<file path="src/rtl/img_proc_pkg.sv">
// Shared constants and helpers for the binary image-processing pipeline.
// Downstream stages use WIN3X3_LAT to align their side signals with the 3x3 window.
package img_proc_pkg;

    localparam int H_ACT_DEF  = 1280;
    localparam int WIN3X3_LAT = 2;

    // Smallest address width whose range covers 'depth' entries.
    function automatic int addr_w_for(input int depth);
        int w;
        w = 1;
        while ((1 << w) < depth) w++;
        return w;
    endfunction

endpackage

</file>
<file path="src/rtl/bin_line_ram.sv">
// 1-bit single-port line buffer with read-before-write at one address per cycle.
// The old word is presented combinationally and captured by the caller's pipeline register.
module bin_line_ram
    import img_proc_pkg::*;
#(
    parameter int DEPTH  = H_ACT_DEF,
    parameter int ADDR_W = addr_w_for(DEPTH)
) (
    input  logic              video_clk,
    input  logic              we,
    input  logic [ADDR_W-1:0] addr,
    input  logic              din,
    output logic              rdata
);

    logic mem [DEPTH];

    assign rdata = mem[addr];

    always_ff @(posedge video_clk) begin
        if (we) mem[addr] <= din;
    end

endmodule

</file>
<file path="src/rtl/bin_win3x3_gen.sv">
// 3x3 binary neighbourhood window generator, 2 clk latency, top/left zero padding.
// Define BIN_WIN_EDGE_REPLICATE_EN to replicate the nearest in-image pixel instead of padding.
module bin_win3x3_gen
    import img_proc_pkg::*;
#(
    parameter int H_ACT  = H_ACT_DEF,
    parameter int ADDR_W = addr_w_for(H_ACT)
) (
    input  logic video_clk,
    input  logic rst_n,
    input  logic in_vs,
    input  logic in_de,
    input  logic in_bit,
    output logic win_vs,
    output logic win_de,
    output logic win_11,
    output logic win_12,
    output logic win_13,
    output logic win_21,
    output logic win_22,
    output logic win_23,
    output logic win_31,
    output logic win_32,
    output logic win_33
);

    localparam logic [ADDR_W-1:0] COL_LAST = ADDR_W'(H_ACT - 1);

    logic              vs_prev, de_d1, vs_d1, cur_d1, rd0_r, rd1_r;
    logic [ADDR_W-1:0] col_cnt, addr;
    logic [1:0]        line_cnt, line_eff;
    logic              col_ovf, ovf_eff, vs_rise, de_fall, lb_we;
    logic              lb0_rd, lb1_rd, row1_ok, row2_ok, r0_new, r1_new, first_px;
    // Column registers per row, packed as {x1, x2, x3}.
    logic [2:0]        top_q, mid_q, bot_q;

    // A frame start on a pixel cycle restarts that pixel at column 0 of line 0.
    assign vs_rise  = in_vs & ~vs_prev;
    assign de_fall  = ~in_de & de_d1;
    assign addr     = vs_rise ? '0 : col_cnt;
    assign line_eff = vs_rise ? 2'd0 : line_cnt;
    assign ovf_eff  = col_ovf & ~vs_rise;
    assign lb_we    = in_de & ~ovf_eff;
    assign row1_ok  = (line_eff != 2'd0);
    assign row2_ok  = (line_eff == 2'd2);

`ifdef BIN_WIN_EDGE_REPLICATE_EN
    assign r0_new = row1_ok ? lb0_rd : in_bit;
    assign r1_new = row2_ok ? lb1_rd : r0_new;
`else
    assign r0_new = row1_ok & lb0_rd;
    assign r1_new = row2_ok & lb1_rd;
`endif

    bin_line_ram #(.DEPTH(H_ACT), .ADDR_W(ADDR_W)) lb0 (
        .video_clk (video_clk),
        .we        (lb_we),
        .addr      (addr),
        .din       (in_bit),
        .rdata     (lb0_rd)
    );

    // lb1 receives lb0's outgoing word, so it always holds the line before lb0's.
    bin_line_ram #(.DEPTH(H_ACT), .ADDR_W(ADDR_W)) lb1 (
        .video_clk (video_clk),
        .we        (lb_we),
        .addr      (addr),
        .din       (lb0_rd),
        .rdata     (lb1_rd)
    );

    always_ff @(posedge video_clk or negedge rst_n) begin
        if (!rst_n) begin
            vs_prev  <= 1'b0;
            col_cnt  <= '0;
            col_ovf  <= 1'b0;
            line_cnt <= 2'd0;
        end else begin
            vs_prev <= in_vs;
            if (in_de) begin
                col_cnt  <= (addr == COL_LAST) ? COL_LAST : addr + ADDR_W'(1);
                col_ovf  <= ovf_eff | (addr == COL_LAST);
                line_cnt <= line_eff;
            end else if (vs_rise) begin
                col_cnt  <= '0;
                col_ovf  <= 1'b0;
                line_cnt <= 2'd0;
            end else if (de_fall) begin
                col_cnt  <= '0;
                col_ovf  <= 1'b0;
                line_cnt <= (line_cnt == 2'd2) ? 2'd2 : line_cnt + 2'd1;
            end
        end
    end

    always_ff @(posedge video_clk or negedge rst_n) begin
        if (!rst_n) begin
            de_d1  <= 1'b0;
            vs_d1  <= 1'b0;
            cur_d1 <= 1'b0;
            rd0_r  <= 1'b0;
            rd1_r  <= 1'b0;
        end else begin
            de_d1  <= in_de;
            vs_d1  <= in_vs;
            cur_d1 <= in_bit;
            rd0_r  <= r0_new;
            rd1_r  <= r1_new;
        end
    end

    // Taps are meaningful only while win_de=1 and hold their value otherwise.
    assign first_px = de_d1 & ~win_de;

    always_ff @(posedge video_clk or negedge rst_n) begin
        if (!rst_n) begin
            win_vs <= 1'b0;
            win_de <= 1'b0;
            top_q  <= 3'b000;
            mid_q  <= 3'b000;
            bot_q  <= 3'b000;
        end else begin
            win_vs <= vs_d1;
            win_de <= de_d1;
            if (first_px) begin
`ifdef BIN_WIN_EDGE_REPLICATE_EN
                top_q <= {3{rd1_r}};
                mid_q <= {3{rd0_r}};
                bot_q <= {3{cur_d1}};
`else
                top_q <= {2'b00, rd1_r};
                mid_q <= {2'b00, rd0_r};
                bot_q <= {2'b00, cur_d1};
`endif
            end else if (de_d1) begin
                top_q <= {top_q[1:0], rd1_r};
                mid_q <= {mid_q[1:0], rd0_r};
                bot_q <= {bot_q[1:0], cur_d1};
            end
        end
    end

    assign win_11 = top_q[2];
    assign win_12 = top_q[1];
    assign win_13 = top_q[0];
    assign win_21 = mid_q[2];
    assign win_22 = mid_q[1];
    assign win_23 = mid_q[0];
    assign win_31 = bot_q[2];
    assign win_32 = bot_q[1];
    assign win_33 = bot_q[0];

endmodule

</file>
<file path="config.mk">
export PLATFORM = sky130hd
export DESIGN_NAME = bin_win3x3_gen
export DESIGN_NICKNAME = d
export VERILOG_FILES = /design/src/rtl/img_proc_pkg.sv /design/src/rtl/bin_line_ram.sv /design/src/rtl/bin_win3x3_gen.sv
export SDC_FILE = /design/constraint.sdc
export NUM_CORES = 2
export LEC_CHECK = 0
export ABC_AREA = 1
export CORE_MARGIN = 2
export CORE_UTILIZATION = 55
export DETAILED_ROUTE_END_ITERATION = 10
export PLACE_DENSITY_LB_ADDON = 0.08
export SYNTH_ARGS = -nofsm -noshare
export SYNTH_HDL_FRONTEND = slang
export SYNTH_SLANG_ARGS = --single-unit
</file>
<file path="constraint.sdc">
create_clock -name video_clk -period 53.6 [get_ports video_clk]
set_clock_uncertainty 0.1 [all_clocks]
set_input_delay 8.04 -clock video_clk [delete_from_list [all_inputs] [get_ports video_clk]]
set_output_delay 8.04 -clock video_clk [all_outputs]
set_load 0.02 [all_outputs]
</file>
==> Flow_metrics.wiki <==
{| class="wikitable"
! Metric !! Value
|-
| Bufs and invs on worst path || 11
|-
| Cell area after synthesis || 0.113 mm2
|-
| Clock-pin transition on the worst setup and hold timing paths || about 0.06 ns
|-
| Post-CTS Hold Buffers || 0
|-
| Number of enable-type register cells in the synthesized netlist || 2560
|-
| Maximum capacitance violations || 1
|-
| Crit path required time || 54.10 ns
|-
| Die Height || 457 um
|-
| Syn_nets || 10.8k
|-
| Total of fill cells in the finished design || between 15k and 20k
|-
| Initial cell density of the core || between 50 and 60%
|-
| Final core utilization || between 60% and 70%
|-
| Setup repair after global routing missed its margin || no
|-
| Count of nets left with antenna violations after detail routing || 0
|-
| Footprint of the multi-input gates || a little under 0.03 mm2
|-
| Count of yosys warnings during synthesis || 0
|-
| Total Negative Setup Slacks || 0 ns
|-
| Post-CTS Setup Inserts || 0
|-
| Routability congestion estimate || approximately 0.85
|-
| Mean instance size in the synthesized netlist || approximately 11 um2
|-
| Critical path peak fanout || 219
|-
| Launching element type of the critical path || input pin
|-
| Number of pins with negative max-slew slack in the final report || 7
|-
| Iteration-0 DRC count of the detailed router || 10.3k
|-
| Initial antenna violation count || 9
|-
| Leakage Power || between 0.04 and 0.05 uW
|-
| Die Wd || around 460 um
|-
| # port buffers || 15
|-
| Layout Nets || 10.5k
|-
| Highest achievable clock rate || 0.0559 GHz
|-
| Core Box Area || 0.204 mm2
|-
| Number of instances in the synthesized netlist || 10.7k
|-
| Violations in the final reports || capacitance limit, slew limit
|-
| Total number of clock tree sinks || 2590
|-
| DR pass1 iterations || 6
|-
| Min cycle time layout || 17.90 ns
|-
| Clock tree from TritonCTS || built
|-
| Number of placed I/O pins || 16
|-
| Sequential cell area fraction in the yosys report || 68.8%
|-
| Register bit total from synthesis || 2590
|-
| Clock latency at the later pin of the worst-skew pair || ~0.95 ns
|-
| Final hold violation count || 0
|-
| Commonest cells after routing, fill and taps aside || sky130_fd_sc_hd__edfxtp_1 (2560), sky130_fd_sc_hd__nand2_1 (2224), sky130_fd_sc_hd__nor2_1 (1866)
|-
| Vias per cell || roughly 6.0
|-
| Die area || 0.209 mm2
|-
| Count of unique library cells instantiated by Yosys || 42
|-
| Row count || approximately 170
|-
| Kind of path behind the tightest hold check || reg2reg
|-
| Signal arrival time at the worst endpoint || 18.40 ns
|-
| WS Path Type || in2reg
|-
| Via count of the first global-routing pass || 78.3k
|-
| Total congestion overflow || 0
|-
| Most repeated library cell on the critical path || sky130_fd_sc_hd__buf_4
|-
| Number of remaining DRC errors || 0
|-
| Clock root buffer || sky130_fd_sc_hd__clkbuf_16
|-
| Sequence of cells on the critical path || clkdlybuf4s50_1 -> nand2_8 -> nand2_8 -> buf_12 -> buf_4 -> buf_12 -> buf_4 -> buf_4 -> nor2_1 -> nor2_1 -> nor2_1 -> o21ai_0 -> nand3_1 -> nand3_1 -> nand3b_1 -> nand3_1 -> nand2_1 -> inv_1 -> nand2_1 -> nand2_1 -> inv_8 -> buf_4 -> buf_12 -> buf_4
|-
| Slew at the pin closest to its max-slew limit || about 1.5 ns
|-
| Kind of end point of the critical path || register
|-
| Final setup violation count || 0
|-
| Most common library cell in the layout ignoring fill and taps || sky130_fd_sc_hd__edfxtp_1
|-
| Combined global-route utilization of all metal layers || 32.2%
|-
| Power per Cell Area || 37.2 mW/mm2
|-
| Gate family responsible for the most delay along the worst path || buffers and inverters
|-
| Number of CTS-inserted buffers || 288
|-
| Total wire length after detailed routing || 338 mm
|-
| Max stage delay cell, worst path || sky130_fd_sc_hd__buf_4
|-
| Average wire per standard cell || 25.4 um
|-
| Worst slew margin || -1.98%
|-
| Placed wire-length estimate || 175 mm
|-
| Share of the clock period used by the worst path after layout || around a third
|-
| Share of post-route cells with drive strength above 1 || roughly 6%
|-
| Proportion of register bits with asynchronous set or reset after synthesis || 1.16%
|-
| Post-CTS sizing || 0
|-
| Wire length of the first global-routing pass || 499 mm
|-
| Peak supply drop || 38.5 uV
|-
| Storage element area || around 0.078 mm2
|-
| Layout overhead on the synthesized area || 8.92%
|-
| Maximum cell stage delay along the critical path || 0.91 ns
|-
| Status || finished, violations left
|-
| Routed vias || 79.6k
|-
| Maximum clock path buffer count || 4
|-
| Smallest hold slack || 0.394 ns
|-
| Most common flop cell mapped by yosys || sky130_fd_sc_hd__edfxtp_1
|-
| Number of H-tree levels || 5
|-
| Largest net degree at the start of global routing || 232
|}
==> state kept, by name (all words and copies together), names as in the netlist <==
name	flops
mid_q	3
vs_d1	1
win_vs	1
lb1.mem	1280
cur_d1	1
rd1_r	1
rd0_r	1
de_d1	1
bot_q	3
col_cnt	11
top_q	3
win_de	1
col_ovf	1
line_cnt	2
lb0.mem	1280
==> routing by layer <==
metal | vias up | global-route usage, % | wire (um)
li1 | 35800 | - | -
met1 | 39200 | 44.0 | 135000
met2 | 3976 | 52.1 | 158000
met3 | 647 | 5.35 | 32500
met4 | 4 | 12.3 | 13800
met5 | - | 0 | 23
==> cells by family (layout without fill, tap and decap cells) <==
| logic type | count (synthesis) | count (layout) | share of synthesized area [%] |
|---|---|---|---|
| adders and majority gates | 5 | 5 | 0.0554 |
| other | 0 | 1 | 0 |
| xor gates and xnor gates | 4 | 4 | 0.0310 |
| and+or+nand+nor | 5961 | 5961 | 22.4 |
| buffers and inverters | 1570 | 1447 | 5.73 |
| DFF | 2590 | 2590 | 68.8 |
| AOI/OAI and AO/OA | 618 | 618 | 3.04 |
==> cells in the mapped netlist (4+ instances only) <==
| cell type | n | area [um2] |
|---|---|---|
| sky130_fd_sc_hd__buf_2 | 317 | 1590 |
| sky130_fd_sc_hd__o221ai_1 | 32 | 280 |
| sky130_fd_sc_hd__dfrtp_1 | 30 | 751 |
| sky130_fd_sc_hd__nand3b_1 | 172 | 1290 |
| sky130_fd_sc_hd__o211ai_1 | 42 | 315 |
| sky130_fd_sc_hd__inv_2 | 22 | 82.6 |
| sky130_fd_sc_hd__nor3_1 | 5 | 25.0 |
| sky130_fd_sc_hd__nor2_1 | 1880 | 7060 |
| sky130_fd_sc_hd__nor2_2 | 8 | 50.1 |
| sky130_fd_sc_hd__or2_2 | 13 | 81.3 |
| sky130_fd_sc_hd__o21ai_0 | 397 | 1990 |
| sky130_fd_sc_hd__buf_6 | 10 | 113 |
| sky130_fd_sc_hd__o21ai_1 | 5 | 25.0 |
| sky130_fd_sc_hd__nand2_1 | 2226 | 8360 |
| sky130_fd_sc_hd__xor2_1 | 4 | 35.0 |
| sky130_fd_sc_hd__inv_1 | 745 | 2800 |
| sky130_fd_sc_hd__nand3_1 | 1600 | 8010 |
| sky130_fd_sc_hd__ha_1 | 5 | 62.6 |
| sky130_fd_sc_hd__clkinv_1 | 5 | 18.8 |
| sky130_fd_sc_hd__buf_1 | 68 | 255 |
| sky130_fd_sc_hd__edfxtp_1 | 2560 | 76900 |
| sky130_fd_sc_hd__nand4_1 | 47 | 294 |
| sky130_fd_sc_hd__a22oi_1 | 10 | 75.1 |
| sky130_fd_sc_hd__buf_4 | 27 | 203 |
| sky130_fd_sc_hd__a21oi_1 | 85 | 425 |
| sky130_fd_sc_hd__o22ai_1 | 32 | 200 |
| sky130_fd_sc_hd__a32oi_1 | 4 | 35.0 |
| sky130_fd_sc_hd__clkbuf_1 | 375 | 1410 |
| sky130_fd_sc_hd__nand2_2 | 4 | 25.0 |
==> final cells by class <==
cell class	instances	area share [%]
Clock inverter	113	0.530
Inverter	772	2.38
Sequential cell	2590	63.1
Timing Repair Buffer	201	1.42
Clock buffer	361	6.26
Antenna cell	1	0.00204
Multi-Input combinational cell	6588	23.5
Tap cell	2688	2.74
==> worst paths after layout <==
kind,slack (ns),endpoint,cells past startpoint,from
setup / recovery,35.70,lb1.mem[494],24,in_vs
setup reg to reg,42.92,lb1.mem[494],24,vs_d1
max in group asynchronous,45.44,col_cnt[0],1,rst_n
min in group asynchronous,7.16,bot_q[2],1,rst_n
hold reg to reg,0.39,col_ovf,1,col_ovf
hold / removal,0.39,col_ovf,1,col_ovf
==> power breakdown <==
group | switching (uW) | internal, uW
clock network | 770 | 1030
registers | 3.88 | 2310
logic | 353 | 94.2
==> per-stage QoR <==
stage	area, um2	worst slack, ns	total power, uW	std cells
2_1_floorplan	113000	27.17	2750	10700
3_3_place_gp	115000	34.82	2800	12800
3_5_place_dp	115000	34.74	2800	12800
4_1_cts	123000	35.73	4580	13300
5_1_grt	123000	35.05	4710	13300
6_report	123000	35.70	4570	13300
Power figures use the tool's default switching activity.
